===== src/rtl/mib_pkg.sv =====
// Shared MIB bus definitions used by mib_slave and mib_master.
// Holds FSM state encoding, frame geometry and address-decode helper.
package mib_pkg;

    localparam int MIB_ADDR_BITS   = 24;
    localparam int MIB_DATA_BITS   = 32;
    localparam int MIB_AD_BITS     = 16;

    localparam int MIB_MSN_HI      = 23;
    localparam int MIB_MSN_LO      = 20;

    localparam int MIB_ADDR_WORDS  = 2;
    localparam int MIB_WDATA_WORDS = 2;
    localparam int MIB_RDATA_WORDS = 2;

    typedef enum logic [3:0] {
        IDLE,
        ADDR2,
        WR_HI,
        WR_LO,
        ISSUE,
        WAIT_ACK,
        RD_HI,
        RD_LO,
        WR_ACK
    } state_t;

    function automatic logic mib_addr_hit(
        input logic [MIB_ADDR_BITS-1:0] addr,
        input logic [3:0]               msn
    );
        return addr[MIB_MSN_HI:MIB_MSN_LO] == msn;
    endfunction

endpackage


===== src/rtl/intf_cmd.sv =====
// Local register-fabric command bus: one sel strobe per access,
// completed by an ack carrying read data.
interface intf_cmd;
    import mib_pkg::*;

    logic                     sel;
    logic                     rd_wr_n;
    logic [MIB_ADDR_BITS-1:0] byte_addr;
    logic [MIB_DATA_BITS-1:0] wdata;
    logic                     ack;
    logic [MIB_DATA_BITS-1:0] rdata;

    modport master (
        output sel,
        output rd_wr_n,
        output byte_addr,
        output wdata,
        input  ack,
        input  rdata
    );

    modport slave (
        input  sel,
        input  rd_wr_n,
        input  byte_addr,
        input  wdata,
        output ack,
        output rdata
    );

endinterface


===== src/rtl/mib_cmd_timer.sv =====
// Loadable down-counter; o_last flags the final counting clock and
// o_expire is a registered pulse one clock after it.
module mib_cmd_timer #(
    parameter int W = 5
) (
    input  logic         i_clk,
    input  logic         i_rst,
    input  logic         i_load,
    input  logic [W-1:0] i_load_val,
    input  logic         i_en,
    output logic         o_last,
    output logic         o_expire
);

    logic [W-1:0] r_cnt;
    logic         r_expire;
    logic         w_last;

    assign w_last   = (r_cnt == W'(1));
    assign o_last   = w_last;
    assign o_expire = r_expire;

    always_ff @(posedge i_clk or posedge i_rst) begin
        if (i_rst) begin
            r_cnt    <= '0;
            r_expire <= 1'b0;
        end else begin
            r_expire <= i_en && !i_load && w_last;
            if (i_load) begin
                r_cnt <= i_load_val;
            end else if (i_en && (r_cnt != '0)) begin
                r_cnt <= r_cnt - 1'b1;
            end
        end
    end

endmodule


===== src/rtl/mib_slave.sv =====
// MIB bus slave: decodes multiplexed address/data frames for this FPGA
// and replays each one as a single local cmd transaction.
module mib_slave
    import mib_pkg::*;
#(
    parameter logic [3:0] P_MIB_MSN              = 4'h0,
    parameter int         P_CMD_ACK_TIMEOUT_CLKS = 16,
    parameter int         ADDR_BITS              = 24,
    parameter int         DATA_BITS              = 32
) (
    input  logic                   i_sysclk,
    input  logic                   i_srst,
    input  logic                   i_mib_start,
    input  logic                   i_mib_rd_wr_n,
    input  logic [MIB_AD_BITS-1:0] i_mib_ad,
    output logic [MIB_AD_BITS-1:0] o_mib_ad,
    output logic                   o_mib_ad_high_z,
    output logic                   o_mib_slave_ack,
    output logic                   o_cmd_timeout,
    intf_cmd.master                cmd_master
);

    localparam int TW = $clog2(P_CMD_ACK_TIMEOUT_CLKS) + 1;

    state_t                   r_state;
    state_t                   w_next;
    logic                     r_rd_wr_n;
    logic [ADDR_BITS-1:0]     r_addr;
    logic [DATA_BITS-1:0]     r_wdata;
    logic [DATA_BITS-1:0]     r_rdata;
    logic                     r_sel;
    logic                     r_ack;
    logic                     r_high_z;
    logic [MIB_AD_BITS-1:0]   r_ad;
    logic                     w_new_a1;
    logic                     w_hit;
    logic                     w_in_cmd;
    logic                     w_tmr_en;
    logic                     w_tmr_last;
    logic                     w_tmr_expire;

    assign w_hit    = mib_addr_hit({r_addr[23:16], i_mib_ad}, P_MIB_MSN);
    assign w_in_cmd = (r_state == ISSUE) || (r_state == WAIT_ACK);
    assign w_tmr_en = (r_state == WAIT_ACK) && !cmd_master.ack;

    // A start inside an unfinished frame header restarts decoding.
    assign w_new_a1 = i_mib_start &&
                      ((r_state == IDLE)  || (r_state == ADDR2) ||
                       (r_state == WR_HI) || (r_state == WR_LO));

    mib_cmd_timer #(
        .W (TW)
    ) u_timer (
        .i_clk      (i_sysclk),
        .i_rst      (i_srst),
        .i_load     (r_state == ISSUE),
        .i_load_val (TW'(P_CMD_ACK_TIMEOUT_CLKS - 1)),
        .i_en       (w_tmr_en),
        .o_last     (w_tmr_last),
        .o_expire   (w_tmr_expire)
    );

    always_ff @(posedge i_sysclk or posedge i_srst) begin
        if (i_srst) begin
            r_state <= IDLE;
        end else begin
            r_state <= w_next;
        end
    end

    always_comb begin
        w_next = r_state;
        unique case (r_state)
            IDLE: begin
                if (i_mib_start) w_next = ADDR2;
            end
            ADDR2: begin
                if (i_mib_start)    w_next = ADDR2;
                else if (!w_hit)    w_next = IDLE;
                else if (r_rd_wr_n) w_next = ISSUE;
                else                w_next = WR_HI;
            end
            WR_HI: begin
                w_next = i_mib_start ? ADDR2 : WR_LO;
            end
            WR_LO: begin
                w_next = i_mib_start ? ADDR2 : ISSUE;
            end
            ISSUE, WAIT_ACK: begin
                if (cmd_master.ack) begin
                    w_next = r_rd_wr_n ? RD_HI : WR_ACK;
                end else if ((r_state == WAIT_ACK) && w_tmr_last) begin
                    w_next = IDLE;
                end else begin
                    w_next = WAIT_ACK;
                end
            end
            RD_HI:   w_next = RD_LO;
            RD_LO:   w_next = IDLE;
            WR_ACK:  w_next = IDLE;
            default: w_next = IDLE;
        endcase
    end

    always_ff @(posedge i_sysclk or posedge i_srst) begin
        if (i_srst) begin
            r_rd_wr_n <= 1'b1;
            r_addr    <= '0;
            r_wdata   <= '0;
            r_rdata   <= '0;
            r_sel     <= 1'b0;
            r_ack     <= 1'b0;
            r_high_z  <= 1'b1;
            r_ad      <= '0;
        end else begin
            if (w_new_a1) begin
                r_rd_wr_n     <= i_mib_rd_wr_n;
                r_addr[23:16] <= i_mib_ad[7:0];
            end else if (r_state == ADDR2) begin
                r_addr[15:0]  <= i_mib_ad;
            end else if (r_state == WR_HI) begin
                r_wdata[31:16] <= i_mib_ad;
            end else if (r_state == WR_LO) begin
                r_wdata[15:0]  <= i_mib_ad;
            end

            if (w_in_cmd && cmd_master.ack) begin
                r_rdata <= cmd_master.rdata;
            end

            r_sel    <= (w_next == ISSUE);
            r_ack    <= (w_next == RD_HI) || (w_next == RD_LO) ||
                        (w_next == WR_ACK);
            r_high_z <= !((w_next == RD_HI) || (w_next == RD_LO));

            if (w_next == RD_HI) begin
                r_ad <= cmd_master.rdata[31:16];
            end else if (w_next == RD_LO) begin
                r_ad <= r_rdata[15:0];
            end else begin
                r_ad <= '0;
            end
        end
    end

    assign o_mib_ad             = r_ad;
    assign o_mib_ad_high_z      = r_high_z;
    assign o_mib_slave_ack      = r_ack;
    assign o_cmd_timeout        = w_tmr_expire;
    assign cmd_master.sel       = r_sel;
    assign cmd_master.rd_wr_n   = r_rd_wr_n;
    assign cmd_master.byte_addr = r_addr;
    assign cmd_master.wdata     = r_wdata;

endmodule

===== src/flat_wrapper.sv =====
// flat-port wrapper written by rule: the top's interface ports become plain ports
module mib_slave_flat import mib_pkg::*;
#(
    parameter logic [3:0] P_MIB_MSN              = 4'h0,
    parameter int         P_CMD_ACK_TIMEOUT_CLKS = 16,
    parameter int         ADDR_BITS              = 24,
    parameter int         DATA_BITS              = 32
)
  (i_sysclk, i_srst, i_mib_start, i_mib_rd_wr_n, i_mib_ad, o_mib_ad, o_mib_ad_high_z, o_mib_slave_ack, o_cmd_timeout, cmd_master_sel, cmd_master_rd_wr_n, cmd_master_byte_addr, cmd_master_wdata, cmd_master_ack, cmd_master_rdata);
  intf_cmd cmd_master_i ();
  input  logic i_sysclk;
  input  logic i_srst;
  input  logic i_mib_start;
  input  logic i_mib_rd_wr_n;
  input  logic [MIB_AD_BITS-1:0] i_mib_ad;
  output logic [MIB_AD_BITS-1:0] o_mib_ad;
  output logic o_mib_ad_high_z;
  output logic o_mib_slave_ack;
  output logic o_cmd_timeout;
  output wire logic [$bits(cmd_master_i.sel)-1:0] cmd_master_sel;
  output wire logic [$bits(cmd_master_i.rd_wr_n)-1:0] cmd_master_rd_wr_n;
  output wire logic [$bits(cmd_master_i.byte_addr)-1:0] cmd_master_byte_addr;
  output wire logic [$bits(cmd_master_i.wdata)-1:0] cmd_master_wdata;
  input wire logic [$bits(cmd_master_i.ack)-1:0] cmd_master_ack;
  input wire logic [$bits(cmd_master_i.rdata)-1:0] cmd_master_rdata;
  assign cmd_master_sel = cmd_master_i.sel;
  assign cmd_master_rd_wr_n = cmd_master_i.rd_wr_n;
  assign cmd_master_byte_addr = cmd_master_i.byte_addr;
  assign cmd_master_wdata = cmd_master_i.wdata;
  assign cmd_master_i.ack = cmd_master_ack;
  assign cmd_master_i.rdata = cmd_master_rdata;
  mib_slave #(.P_MIB_MSN(P_MIB_MSN), .P_CMD_ACK_TIMEOUT_CLKS(P_CMD_ACK_TIMEOUT_CLKS), .ADDR_BITS(ADDR_BITS), .DATA_BITS(DATA_BITS)) u_core (.i_sysclk(i_sysclk), .i_srst(i_srst), .i_mib_start(i_mib_start), .i_mib_rd_wr_n(i_mib_rd_wr_n), .i_mib_ad(i_mib_ad), .o_mib_ad(o_mib_ad), .o_mib_ad_high_z(o_mib_ad_high_z), .o_mib_slave_ack(o_mib_slave_ack), .o_cmd_timeout(o_cmd_timeout), .cmd_master(cmd_master_i));
endmodule

===== config.mk =====
export PLATFORM = sky130hd
export DESIGN_NAME = mib_slave_flat
export DESIGN_NICKNAME = d
export VERILOG_FILES = /design/src/rtl/mib_pkg.sv /design/src/rtl/intf_cmd.sv /design/src/rtl/mib_cmd_timer.sv /design/src/rtl/mib_slave.sv /design/src/flat_wrapper.sv
export SDC_FILE = /design/constraint.sdc
export NUM_CORES = 1
export LEC_CHECK = 0
export CAP_MARGIN = 20
export CORE_UTILIZATION = 40
export CTS_CLUSTER_DIAMETER = 50
export DETAILED_ROUTE_END_ITERATION = 7
export GPL_TIMING_DRIVEN = 0
export PLACE_DENSITY_LB_ADDON = 0.08
export SKIP_LAST_GASP = 1
export SYNTH_ARGS = -nofsm -noshare
export SYNTH_HDL_FRONTEND = slang
export SYNTH_HIERARCHICAL = 1
export SYNTH_SLANG_ARGS = --single-unit

===== constraint.sdc =====
create_clock -name i_sysclk -period 2.97 [get_ports i_sysclk]
set_input_delay 0.594 -clock i_sysclk [delete_from_list [all_inputs] [get_ports i_sysclk]]
set_output_delay 0.594 -clock i_sysclk [all_outputs]
set_load 0.02 [all_outputs]

Word-level counts from Yosys, hierarchy flattened
Index checks and enable logic that the tools add are counted.

$add $sub $neg: 1. Multipliers: 0. Divide/modulo/power cells: 0. Order comparisons: 0. Eq/ne operators: 11. Shifts and indexed selects: 0. Muxes and demuxes: 14. Bitwise logic cells: 3. Reduce and logical (&&, ||, !) cells: 24.

Operators with widths (count): 2-to-1 mux 16 bit (2); equality test 4 x 3 -> 1 bit (second input constant) (6); case mux 4 bit (6 select lines) (1); 2-to-1 mux 4 bit (5); 2-to-1 mux 5 bit (2); 2-to-1 mux 3 bit (3); equality test 4 x 2 -> 1 bit (second input constant) (2); logical NOT 4 bit (2); logical AND 1 bit (7); logical OR 1 bit (6); equality test 5 x 1 -> 1 bit (second input constant) (1); nonzero test 5 bit (1); subtractor 5 x 1 -> 5 bit (second input constant) (1); equality test 4 x 1 -> 1 bit (second input constant) (1); equality test 4 bit (second input constant) (1); AND reduction 4 bit (1); logical NOT 1 bit (3); NOT 1 bit (3); AND reduction 3 bit (1); 2-to-1 mux 2 bit (1); AND reduction 2 bit (1); nonzero test 2 bit (1); OR reduction 2 bit (1).

Register bits: 102. Latch bits: 0. Memory bits (writable): 0. ROM bits: 0. Input port bits: 53. Output and inout bits: 77. Logic and storage cells: 66. Memories: 0.

Depth between registers and ports, before layout
Depth after elaboration: 8. Mapped depth: 7. Mapped depth without buffers: 7.

Hierarchy
Netlist, hierarchy kept.

Modules (own cells, without submodules): mib_slave (instances 1, cells each 228, area each 3719.8 µm², sequential area each 2404.8 µm²); mib_cmd_timer (instances 1, cells each 38, area each 372.9 µm², sequential area each 150.1 µm²).

Worst setup path before layout
OpenSTA, ideal clock, no wires.

Path type: flip-flop to flip-flop. From: register u_core.r_state[3]. To: register u_core.u_timer.r_cnt[3]. Setup time: 0.066 ns. Arrival time: 2.220 ns. Setup slack: 0.684 ns. Cell stages (with the launch flop): 6. Buffers on the path: 0. Clock period less this slack: 2.286 ns. Cells stage by stage: dfrtp_1 -> nand2b_1 -> nor4b_1 -> or4b_4 -> a2111oi_2 -> a221o_1.

Cells in the longest elaborated chain, start to end: 4. Elaborated cells on any way between the ends: 6. Those cells by class: 2 x eq/ne; 1 x mux; 3 x reduce/logical.

RTL lines: from (decl) (line mib_slave.sv:25) `state_t r_state;`; from (signal assigned) (line mib_slave.sv:67) `r_state <= w_next;`; equality test 4 x 3 -> 1 bit (line mib_slave.sv:44) `assign w_tmr_en = (r_state == WAIT_ACK) && !cmd_master.ack;`; logical AND 1 bit (line mib_slave.sv:44); via u_core.w_tmr_en (line mib_slave.sv:38) `logic w_tmr_en;`; logical AND 1 bit (line mib_cmd_timer.sv:31) `end else if (i_en && (r_cnt != '0)) begin`; nonzero test 2 bit (no source line); to (signal assigned) (line mib_cmd_timer.sv:30) `r_cnt <= i_load_val;`; to (signal assigned) (line mib_cmd_timer.sv:32) `r_cnt <= r_cnt - 1'b1;`; to (decl) (line mib_cmd_timer.sv:15) `logic [W-1:0] r_cnt;`.

The timed path passes the listed nets, and every way through them passes these cells. A chain may end at the register's enable or synchronous reset.

Worst setup path in the final report
From: input port cmd_master_ack. To: register u_core.u_timer.r_cnt[3].

Cells in the longest elaborated chain, start to end: 4.

RTL lines: from (decl) (line flat_wrapper.sv:24) `input wire logic [$bits(cmd_master_i.ack)-1:0] cmd_master_ack;`; logical NOT 1 bit (line mib_slave.sv:44); logical AND 1 bit (line mib_slave.sv:44); via u_core.w_tmr_en (line mib_slave.sv:38); logical AND 1 bit (line mib_cmd_timer.sv:31); nonzero test 2 bit (no source line).

The timed path passes the listed nets, and every way through them passes these cells.

==> reports/summary.txt <==
Outcome: completed
Crit path capture: u_core/u_timer/r_cnt[3]
Layout Nets: 466
# diodes: 0
Final Hold Fails: 0
Drt total wl: 8460 µm
Initial antenna violation count: 0
CP endpoint kind: flop
Maximum achievable frequency: 0.375 GHz
Worst rel slew slack: 35.1%
First drt pass iteration count: 4
Arrival time worst endpoint: 2.97 ns
Ys Warns: 6
Initial Utilization: 41.5%
# Max-Cap Violations: 0
CTS H-Tree Depth: 3
# clock sinks: 102
Hold_buf cts: 0
DP Worst Slack: -0.101 ns
CP max stage delay: 0.85 ns
First-pass GRT wire length: 13600 µm
Tmin final: 2.67 ns
PostCTS Resize Cnt: 0
Core area: 0.00986 mm²
Post-route antenna net violation count: 0
Sequential-to-total area share from yosys stat: 62.4%
CP startpoint kind: input port
Final core utilization: 58.7%
EDFF count, synth: 0
Die area: 0.0106 mm²
Share of power burned in registers: 43.1%
#FFs+latches synth: 102
Clock Latency Late Sink: 0.36 ns
Largest net degree at the start of global routing: 42
Reg clk slew, reported paths: 0.10 ns
TritonCTS clock tree: done
Synth Cell Area: 0.00409 mm²
Total track usage: 17.3%
Worst Path Class, Setup: in2reg
Die extent in x: 103 µm
Vias/cell: 4.87
Pins over their slew limit: 0
TritonCTS buffer count: 9
Setup Viol. Count Final: 0
Worst-path maximum fanout: 7
Drt wl/cell: 15.4 µm
Boundary Pins: 130
Sw frac: 32.6%
Placed cell count: 533
DP HPWL: 6120 µm
Hold path cells: 1
Pwr Density: 865 mW/mm²
P_leak: 2.55 nW
Mapped Cells: 266
Clock Power Share: 16.5%
Syn_area_per_cell: 15.4 µm²
Unrepaired setup endpoints after global routing: no
Total Power: 5.01 mW
Peak supply drop: 396 µV
Post-synth cell types: 46
Worst-case clock skew: 0.00953 ns
Row cnt: 36
Fill cells: 824
Area delta synth->final: 41.5%
Placer Congestion: 0.758
Post-route DRC: 0
Postcts setup bufs: 0
Actual slew at the worst max-slew pin: 0.960 ns
Slowest-stage cell, CP: nor4b_1
Post-synth ARST share: 100%
Critical path origin: cmd_master_ack
DRT iter0 DRCs: 57
Die H: 103 µm
R2R depth: 5
Critical path required time: 3.27 ns
Setup TNS: 0 ns
Period Utilization, post-route: 89.8%
Internal power: 3.38 mW
Comb power frac: 40.3%
Worst r2r src: u_core/r_state[3]
Layout cells sized above 1: 26.4%
Vias in the first global route: 2650
Clock buffer depth: 2
Hold crit path type: reg2reg
Reg2Reg Setup Slack: 0.32 ns
Post-synth top flop: dfrtp_1
Root Driver: clkbuf_8
Remaining Overflow, GRT: 0
Final setup margin: 0.302 ns
P_sw: 1.63 mW
Final non-filler cell total: 549
Total number of vias: 2673
IO buf count: 129
Capture point of the worst reg-to-reg path: u_core/u_timer/r_cnt[3]
CP cell instances: clkdlybuf4s50_1 -> nor4b_1 -> or4b_4 -> a2111oi_2 -> a221o_1
[final cells by class]
class / count / area, µm² / share of cell area (%)
well taps: 133 / 166 / 2.87
flip-flops and latches: 102 / 2550 / 44.1
plain buffers: 12 / 85.1 / 1.47
clock buffers: 12 / 155 / 2.68
multi-input cells: 150 / 1450 / 25.0
clock inverters: 4 / 30.0 / 0.519
inverters: 5 / 22.5 / 0.389
repair buffers: 131 / 1330 / 23.0
[cells in the mapped netlist, types with 2 or more instances]
cell type / number / area, µm²
a21oi_1: 3 / 15.0
a221o_1: 2 / 20.0
a22o_1: 16 / 140
buf_2: 2 / 10.0
buf_4: 3 / 22.5
buf_6: 2 / 22.5
clkbuf_1: 3 / 11.3
conb_1: 2 / 7.51
dfrtp_1: 100 / 2500
dfstp_2: 2 / 52.6
ha_1: 2 / 25.0
inv_1: 5 / 18.8
mux2_2: 63 / 709
mux2_4: 10 / 150
nand2_1: 5 / 18.8
nand2b_1: 3 / 18.8
nor2_1: 3 / 11.3
nor2b_1: 8 / 50.1
nor3b_1: 3 / 22.5
nor4b_1: 2 / 17.5
o21ai_0: 2 / 10.0
[power groups by stage]
stage / Sequential [mW] / Clock [mW] / Combinational, mW
6_report: 2.16 / 0.828 / 2.02
3_3_place_gp: 2.18 / 0 / 2.02
5_1_grt: 2.23 / 0.914 / 2.17
3_5_place_dp: 2.19 / 0 / 2.05
4_1_cts: 2.16 / 0.869 / 2.05
2_1_floorplan: 2.59 / 0 / 0.676
[cell families after synthesis]
family | synth area share [%]
buffers and inverters | 2.54
adders and majority gates | 0.611
and+or+nand+nor | 6.97
DFF | 62.4
AOI/OAI and AO/OA | 6.02
muxes | 21.2
other | 0.183
[per-layer routing]
layer / share of wire (%) / vias to the layer above / GRT usage [%]
li1: - / 1248 / -
met4: 1.2 / 0 / 4.77
met3: 7.1 / 13 / 6.85
met2: 51 / 76 / 29.3
met1: 41 / 1336 / 20.3
met5: 0 / - / 0
[stage by stage]
step           instance area, µm²  hold slack [ns]
3_5_place_dp                 5610            0.477
5_1_grt                      5790            0.518
3_3_place_gp                 5570            0.469
4_1_cts                      5790            0.501
6_report                     5790            0.496
2_1_floorplan                4110            0.385
[worst min-delay path by stage]
| stage | from | end |
|---|---|---|
| after floorplan | i_srst | u_core/u_timer/o_expire |
| final | u_core/r_rdata[6] | u_core/o_mib_ad[6] |
| after CTS | u_core/r_rdata[6] | u_core/o_mib_ad[6] |
| after global placement | u_core/r_rdata[6] | u_core/o_mib_ad[6] |
| after global routing | u_core/r_rdata[4] | u_core/o_mib_ad[4] |
| after detailed placement | u_core/r_rdata[6] | u_core/o_mib_ad[6] |
[critical path, delay by kind of cell]
| kind | cells | cell delay, ns |
|---|---|---|
| buffers and inverters | 1 | 0.47 |
| AND/OR/NAND/NOR | 2 | 1.41 |
| AO/OA/AOI/OAI | 2 | 0.49 |
[cells in the final DEF (no fill, tap or decap), drive strengths merged, types with 4 or more instances in the layout]
| master | netlist | layout |
|---|---|---|
| mux2 | 73 | 73 |
| clkbuf | 3 | 15 |
| a22o | 16 | 16 |
| inv | 5 | 5 |
| nor2b | 8 | 8 |
| nand2b | 4 | 4 |
| buf | 9 | 11 |
| nand2 | 6 | 6 |
| clkdlybuf4s50 | 0 | 129 |
| dfrtp | 100 | 100 |
| nor3b | 4 | 4 |
| conb | 2 | 5 |
[registers in the layout, indices dropped and copies added (netlist names), 4 cells and up]
| register | cells |
|---|---|
| u_core/cmd_master.byte_addr | 24 |
| u_core/r_rdata | 16 |
| u_core/cmd_master.wdata | 32 |
| u_core/u_timer/r_cnt | 5 |
| u_core/r_state | 4 |
| u_core/o_mib_ad | 16 |
No activity file was read; power rests on OpenSTA's default activity.
